`src/rtl/t_ff_bank_if.sv`:
```
// Control/data bundle for t_ff_bank: step controls, load path, state and wrap outputs.
interface t_ff_bank_if #(
  parameter int unsigned WIDTH = 4
);
  logic             en;
  logic             mode;
  logic             up;
  logic             load;
  logic [WIDTH-1:0] t;
  logic [WIDTH-1:0] d;
  logic [WIDTH-1:0] q;
  logic             wrap;

  modport master (output en, mode, up, load, t, d, input q, wrap);
  modport slave  (input en, mode, up, load, t, d, output q, wrap);
endinterface

```
`src/rtl/t_ff_bank.sv`:
```
// Bank of WIDTH T flip-flops: per-bit toggle (mode 0) or up/down counter (mode 1), parallel load, wrap pulse.
// Define T_SAT_EN to make mode 1 saturate at the boundary instead of wrapping.
module t_ff_bank #(
  parameter int unsigned      WIDTH   = 4,
  parameter logic [WIDTH-1:0] RST_VAL = '0
) (
  input logic         clk,
  input logic         rst,
  t_ff_bank_if.slave  bus
);

  logic [WIDTH-1:0] q_q, q_d;
  logic             wrap_q, wrap_d;
  logic [WIDTH-1:0] t_cnt;
  logic             carry;

  always_comb begin
    // Ripple the T-FF enable chain; after the last bit, carry flags all-ones (up) / all-zeros (down).
    t_cnt = '0;
    carry = 1'b1;
    for (int unsigned i = 0; i < WIDTH; i++) begin
      t_cnt[i] = carry;
      carry    = carry & (bus.up ? q_q[i] : ~q_q[i]);
    end

    q_d    = q_q;
    wrap_d = 1'b0;
    if (bus.load) begin
      q_d = bus.d;
    end else if (bus.en) begin
      if (!bus.mode) begin
        q_d = q_q ^ bus.t;
      end else begin
`ifdef T_SAT_EN
        if (carry) begin
          wrap_d = 1'b1;
        end else begin
          q_d = q_q ^ t_cnt;
        end
`else
        q_d    = q_q ^ t_cnt;
        wrap_d = carry;
`endif
      end
    end
  end

  always_ff @(posedge clk) begin
    if (rst) begin
      q_q    <= RST_VAL;
      wrap_q <= 1'b0;
    end else begin
      q_q    <= q_d;
      wrap_q <= wrap_d;
    end
  end

  assign bus.q    = q_q;
  assign bus.wrap = wrap_q;

endmodule
```
`src/flat_wrapper.sv`:
```
// flat-port wrapper written by rule: the top's interface ports become plain ports
module t_ff_bank_flat 
#(
  parameter int unsigned      WIDTH   = 4,
  parameter logic [WIDTH-1:0] RST_VAL = '0
)
  (clk, rst, bus_en, bus_mode, bus_up, bus_load, bus_t, bus_d, bus_q, bus_wrap);
  t_ff_bank_if #(.WIDTH(WIDTH)) bus_i ();
  input logic clk;
  input logic rst;
  input wire logic [$bits(bus_i.en)-1:0] bus_en;
  input wire logic [$bits(bus_i.mode)-1:0] bus_mode;
  input wire logic [$bits(bus_i.up)-1:0] bus_up;
  input wire logic [$bits(bus_i.load)-1:0] bus_load;
  input wire logic [$bits(bus_i.t)-1:0] bus_t;
  input wire logic [$bits(bus_i.d)-1:0] bus_d;
  output wire logic [$bits(bus_i.q)-1:0] bus_q;
  output wire logic [$bits(bus_i.wrap)-1:0] bus_wrap;
  assign bus_i.en = bus_en;
  assign bus_i.mode = bus_mode;
  assign bus_i.up = bus_up;
  assign bus_i.load = bus_load;
  assign bus_i.t = bus_t;
  assign bus_i.d = bus_d;
  assign bus_q = bus_i.q;
  assign bus_wrap = bus_i.wrap;
  t_ff_bank #(.WIDTH(WIDTH), .RST_VAL(RST_VAL)) u_core (.clk(clk), .rst(rst), .bus(bus_i));
endmodule
```
`config.mk`:
```
export PLATFORM = sky130hd
export DESIGN_NAME = t_ff_bank_flat
export DESIGN_NICKNAME = d
export VERILOG_FILES = /design/src/rtl/t_ff_bank_if.sv /design/src/rtl/t_ff_bank.sv /design/src/flat_wrapper.sv
export SDC_FILE = /design/constraint.sdc
export NUM_CORES = 1
export LEC_CHECK = 0
export CORE_AREA = 2 2 39 41
export DETAILED_ROUTE_END_ITERATION = 8
export DIE_AREA = 0 0 41 43
export DONT_BUFFER_PORTS = 1
export HOLD_SLACK_MARGIN = 0.02
export PLACE_DENSITY_LB_ADDON = 0.1
export SYNTH_ARGS = -nofsm -noshare
export SYNTH_HDL_FRONTEND = slang
export SYNTH_SLANG_ARGS = --single-unit
export TNS_END_PERCENT = 50
```
`constraint.sdc`:
```
create_clock -name clk -period 3.9 [get_ports clk]
set_clock_uncertainty 0.2 [all_clocks]
set_input_delay 0.585 -clock clk [delete_from_list [all_inputs] [get_ports clk]]
set_output_delay 0.585 -clock clk [all_outputs]
set_load 0.01 [all_outputs]
```
==> summary.md <==
| Metric | Value |
|---|---|
| Highest clock rate | `0.615 GHz` |
| Period utilization | `0.417` |
| Worst Max-Slew Pin Slew | `0.535 ns` |
| Nets | `62` |
| RSZ-0062 raised after global routing | `false` |
| Setup slack, reg-to-reg | `2.28 ns` |
| Peak VDD IR | `~0.13 mV` |
| Row cnt | `14` |
| Max-cap violations | `0` |
| Vias in the first global route | `between 300 and 400` |
| Sink Count | `5` |
| Initial antenna violation count | `0` |
| Register area | `100 µm²` |
| DR vias/cell | `5.98` |
| Worst Reg-to-Reg Cells | `3` |
| Post-layout util | `0.296` |
| Clock power share | `0.432` |
| Placed instance count | `59` |
| GRT Residual Overflow | `0` |
| Crit end category | `flip-flop` |
| Buf/Inv on CP | `0` |
| Drt pass-1 iters | `2` |
| Layout Cells excl Fill | `63` |
| PwrDens | `364 nW/µm²` |
| DIE HEIGHT | `between 40 and 50 µm` |
| Crit Path Class | `flip-flop to flip-flop` |
| Clock root buffer | `clkbuf_4` |
| Initial DRC Count | `2` |
| P_int | `around 0.00011 W` |
| Status | `completed` |
| Post-DP HPWL | `766 µm` |
| Layout area overhead | `11.2%` |
| Post-layout min period | `1.62 ns` |
| H-tree Lvls | `1` |
| Syn_area_per_cell | `8.36 µm²` |
| Comb pwr share | `0.143` |
| EDFF count, synth | `0` |
| Setup TNS | `0 ns` |
| Pin count of the biggest net entering global routing | `11` |
| Final worst slack | `2.28 ns` |
| # fillers | `153` |
| Worst setup SP type | `flip-flop` |
| Seq/Total Area, Yosys | `0.272` |
| GP Congestion | `around 0.7` |
| Worst-case hold path end point | `u_core.bus.q[0]` |
| TritonCTS Buffers | `3` |
| WP data arrival | `about 1.6 ns` |
| Setup Buffers After CTS | `0` |
| Wire length per cell | `roughly 16 µm` |
| Worst-Skew Late Latency | `0.25 ns` |
| Worst slack at placement | `2.19 ns` |
| Crit-path max FO | `7` |
| DRT Wirelength | `1.00 mm` |
| Slew Limit Fails | `0` |
| Seq pwr share | `0.425` |
| Top Ports | `19` |
| Switching share of total power | `0.290` |
| Slew HR | `0.640` |
| Final setup vio count | `0` |
| FFs w/ async S/R, synth | `0` |
| Synthesized flop and latch total | `5` |
| Synth Flop Type | `dfxtp_1` |
| Die Area | `1760 µm²` |
| Reg2Reg Capture Point | `u_core.bus.q[3]` |
| Final hold vios | `0` |
| Sw power | `between 0.00004 and 0.00005 W` |
| Initial cell density of the core | `0.266` |
| Yosys top cell area share | `0.272` |
| Critical hold path startpoint | `rst` |
| CTS max path bufs | `2` |
| Via count | `377` |
| Routed Antenna Nets | `0` |
| Static leakage | `about 0.16 nW` |
| Top cell type by total area after synthesis | `dfxtp_1` |
| Critical Path, Cell by Cell | `nor4_1 -> o31ai_1 -> a211oi_1` |
| CP top delay family | `simple AND/OR/NAND/NOR gates` |
| Synth unique cells | `30` |
| Cell area after synthesis | `368 µm²` |
| First-pass GRT wire length | `about 1.6 mm` |
| Post-route DRC | `0` |
| Die Wd | `41 µm` |
| Commonest non-fill, non-tap cell in the layout | `dfxtp_1` |
| Crit path largest cell delay | `0.55 ns` |
| Min-Delay Path Class | `input pin to flip-flop` |
| Commonest non-fill, non-tap cells in the layout | `dfxtp_1, nor2_1, clkbuf_4` |
| Post_cts resized | `0` |
| CP max stage cell | `nor4_1` |
| Multi-input logic area | `251 µm²` |
| Port bufs | `0` |
| Syn Nets | `between 50 and 60` |
| Global Route Usage Sum | `0.139` |
| N_diodes | `0` |
| WHS Path Cells | `1` |
| Core outline area | `1380 µm²` |
| CTS tree | `yes` |
| Synth warnings | `0` |
| Launch point of the worst reg-to-reg path | `u_core.bus.q[0]` |
| Layout cells sized above 1 | `0.170` |
| Syn Inst Count | `44` |
| Hold Buf Count CTS | `0` |
| Clock-pin slew on the worst setup and hold paths | `0.05 ns` |
| Main area contributors after synthesis | `dfxtp_1, o311a_1, a211oi_1` |
| Worst EP required | `3.86 ns` |
==> stage by stage <==
step	total power [W]	instance area, µm²	hold WS, ns
after detailed placement	0.0000860	383	0.418
after CTS	0.000150	409	0.197
after global placement	0.0000849	383	0.402
after floorplan	0.0000825	368	0.363
final	0.000149	409	0.198
after global routing	0.000158	409	0.195
==> flip-flops by register name (all words and copies together) (netlist names) <==
register         flops
u_core.bus.wrap      1
u_core.bus.q         4
==> how the worst max path moves through the flow <==
stage	start	end	slack, ns	cells after the start
after floorplan	bus_up	u_core.bus.q[2]	2.25	3
after global placement	bus_up	u_core.bus.q[2]	2.22	3
after detailed placement	bus_up	u_core.bus.q[2]	2.19	3
after CTS	u_core.bus.q[0]	u_core.bus.q[3]	2.29	3
after global routing	u_core.bus.q[0]	u_core.bus.q[1]	2.15	3
final	u_core.bus.q[0]	u_core.bus.q[3]	2.28	3
==> logic make-up after synthesis <==
logic type                count (synthesis)  synth area share
and+or+nand+nor                          19             0.320
xor gates and xnor gates                  2            0.0476
buffers and inverters                     4            0.0442
AOI/OAI and AO/OA                        13             0.289
muxes                                     1            0.0272
DFF                                       5             0.272
==> cell usage after synthesis (all sizes together) (2+ instances only) <==
cell / number
a2111oi: 2
a211oi: 2
dfxtp: 5
inv: 3
nor2: 4
nor2b: 2
nor3: 3
nor4: 2
o311a: 2
o31ai: 2
==> metal layers <==
| layer | track usage | part of all wire |
|---|---|---|
| met5 | 0 | 0 |
| met4 | 0.0800 | 0.021 |
| met3 | 0.110 | 0.13 |
| met2 | 0.197 | 0.46 |
| met1 | 0.135 | 0.39 |
==> power groups by stage <==
stage | Combinational, W | Sequential [W] | Clock, W
finish | 0.0000213 | 0.0000633 | 0.0000643
global route | 0.0000242 | 0.0000643 | 0.0000692
CTS | 0.0000214 | 0.0000635 | 0.0000656
detailed placement | 0.0000214 | 0.0000647 | 0
global placement | 0.0000207 | 0.0000642 | 0
floorplan | 0.0000198 | 0.0000628 | 0
==> layout make-up <==
class                           instances  share of cell area
Sequential cell                         5               0.245
Clock buffer                            4              0.0642
Inverter                                3              0.0275
Tap cell                               16              0.0489
Multi-Input combinational cell         35               0.615
No activity file was read; power rests on OpenSTA's default activity.
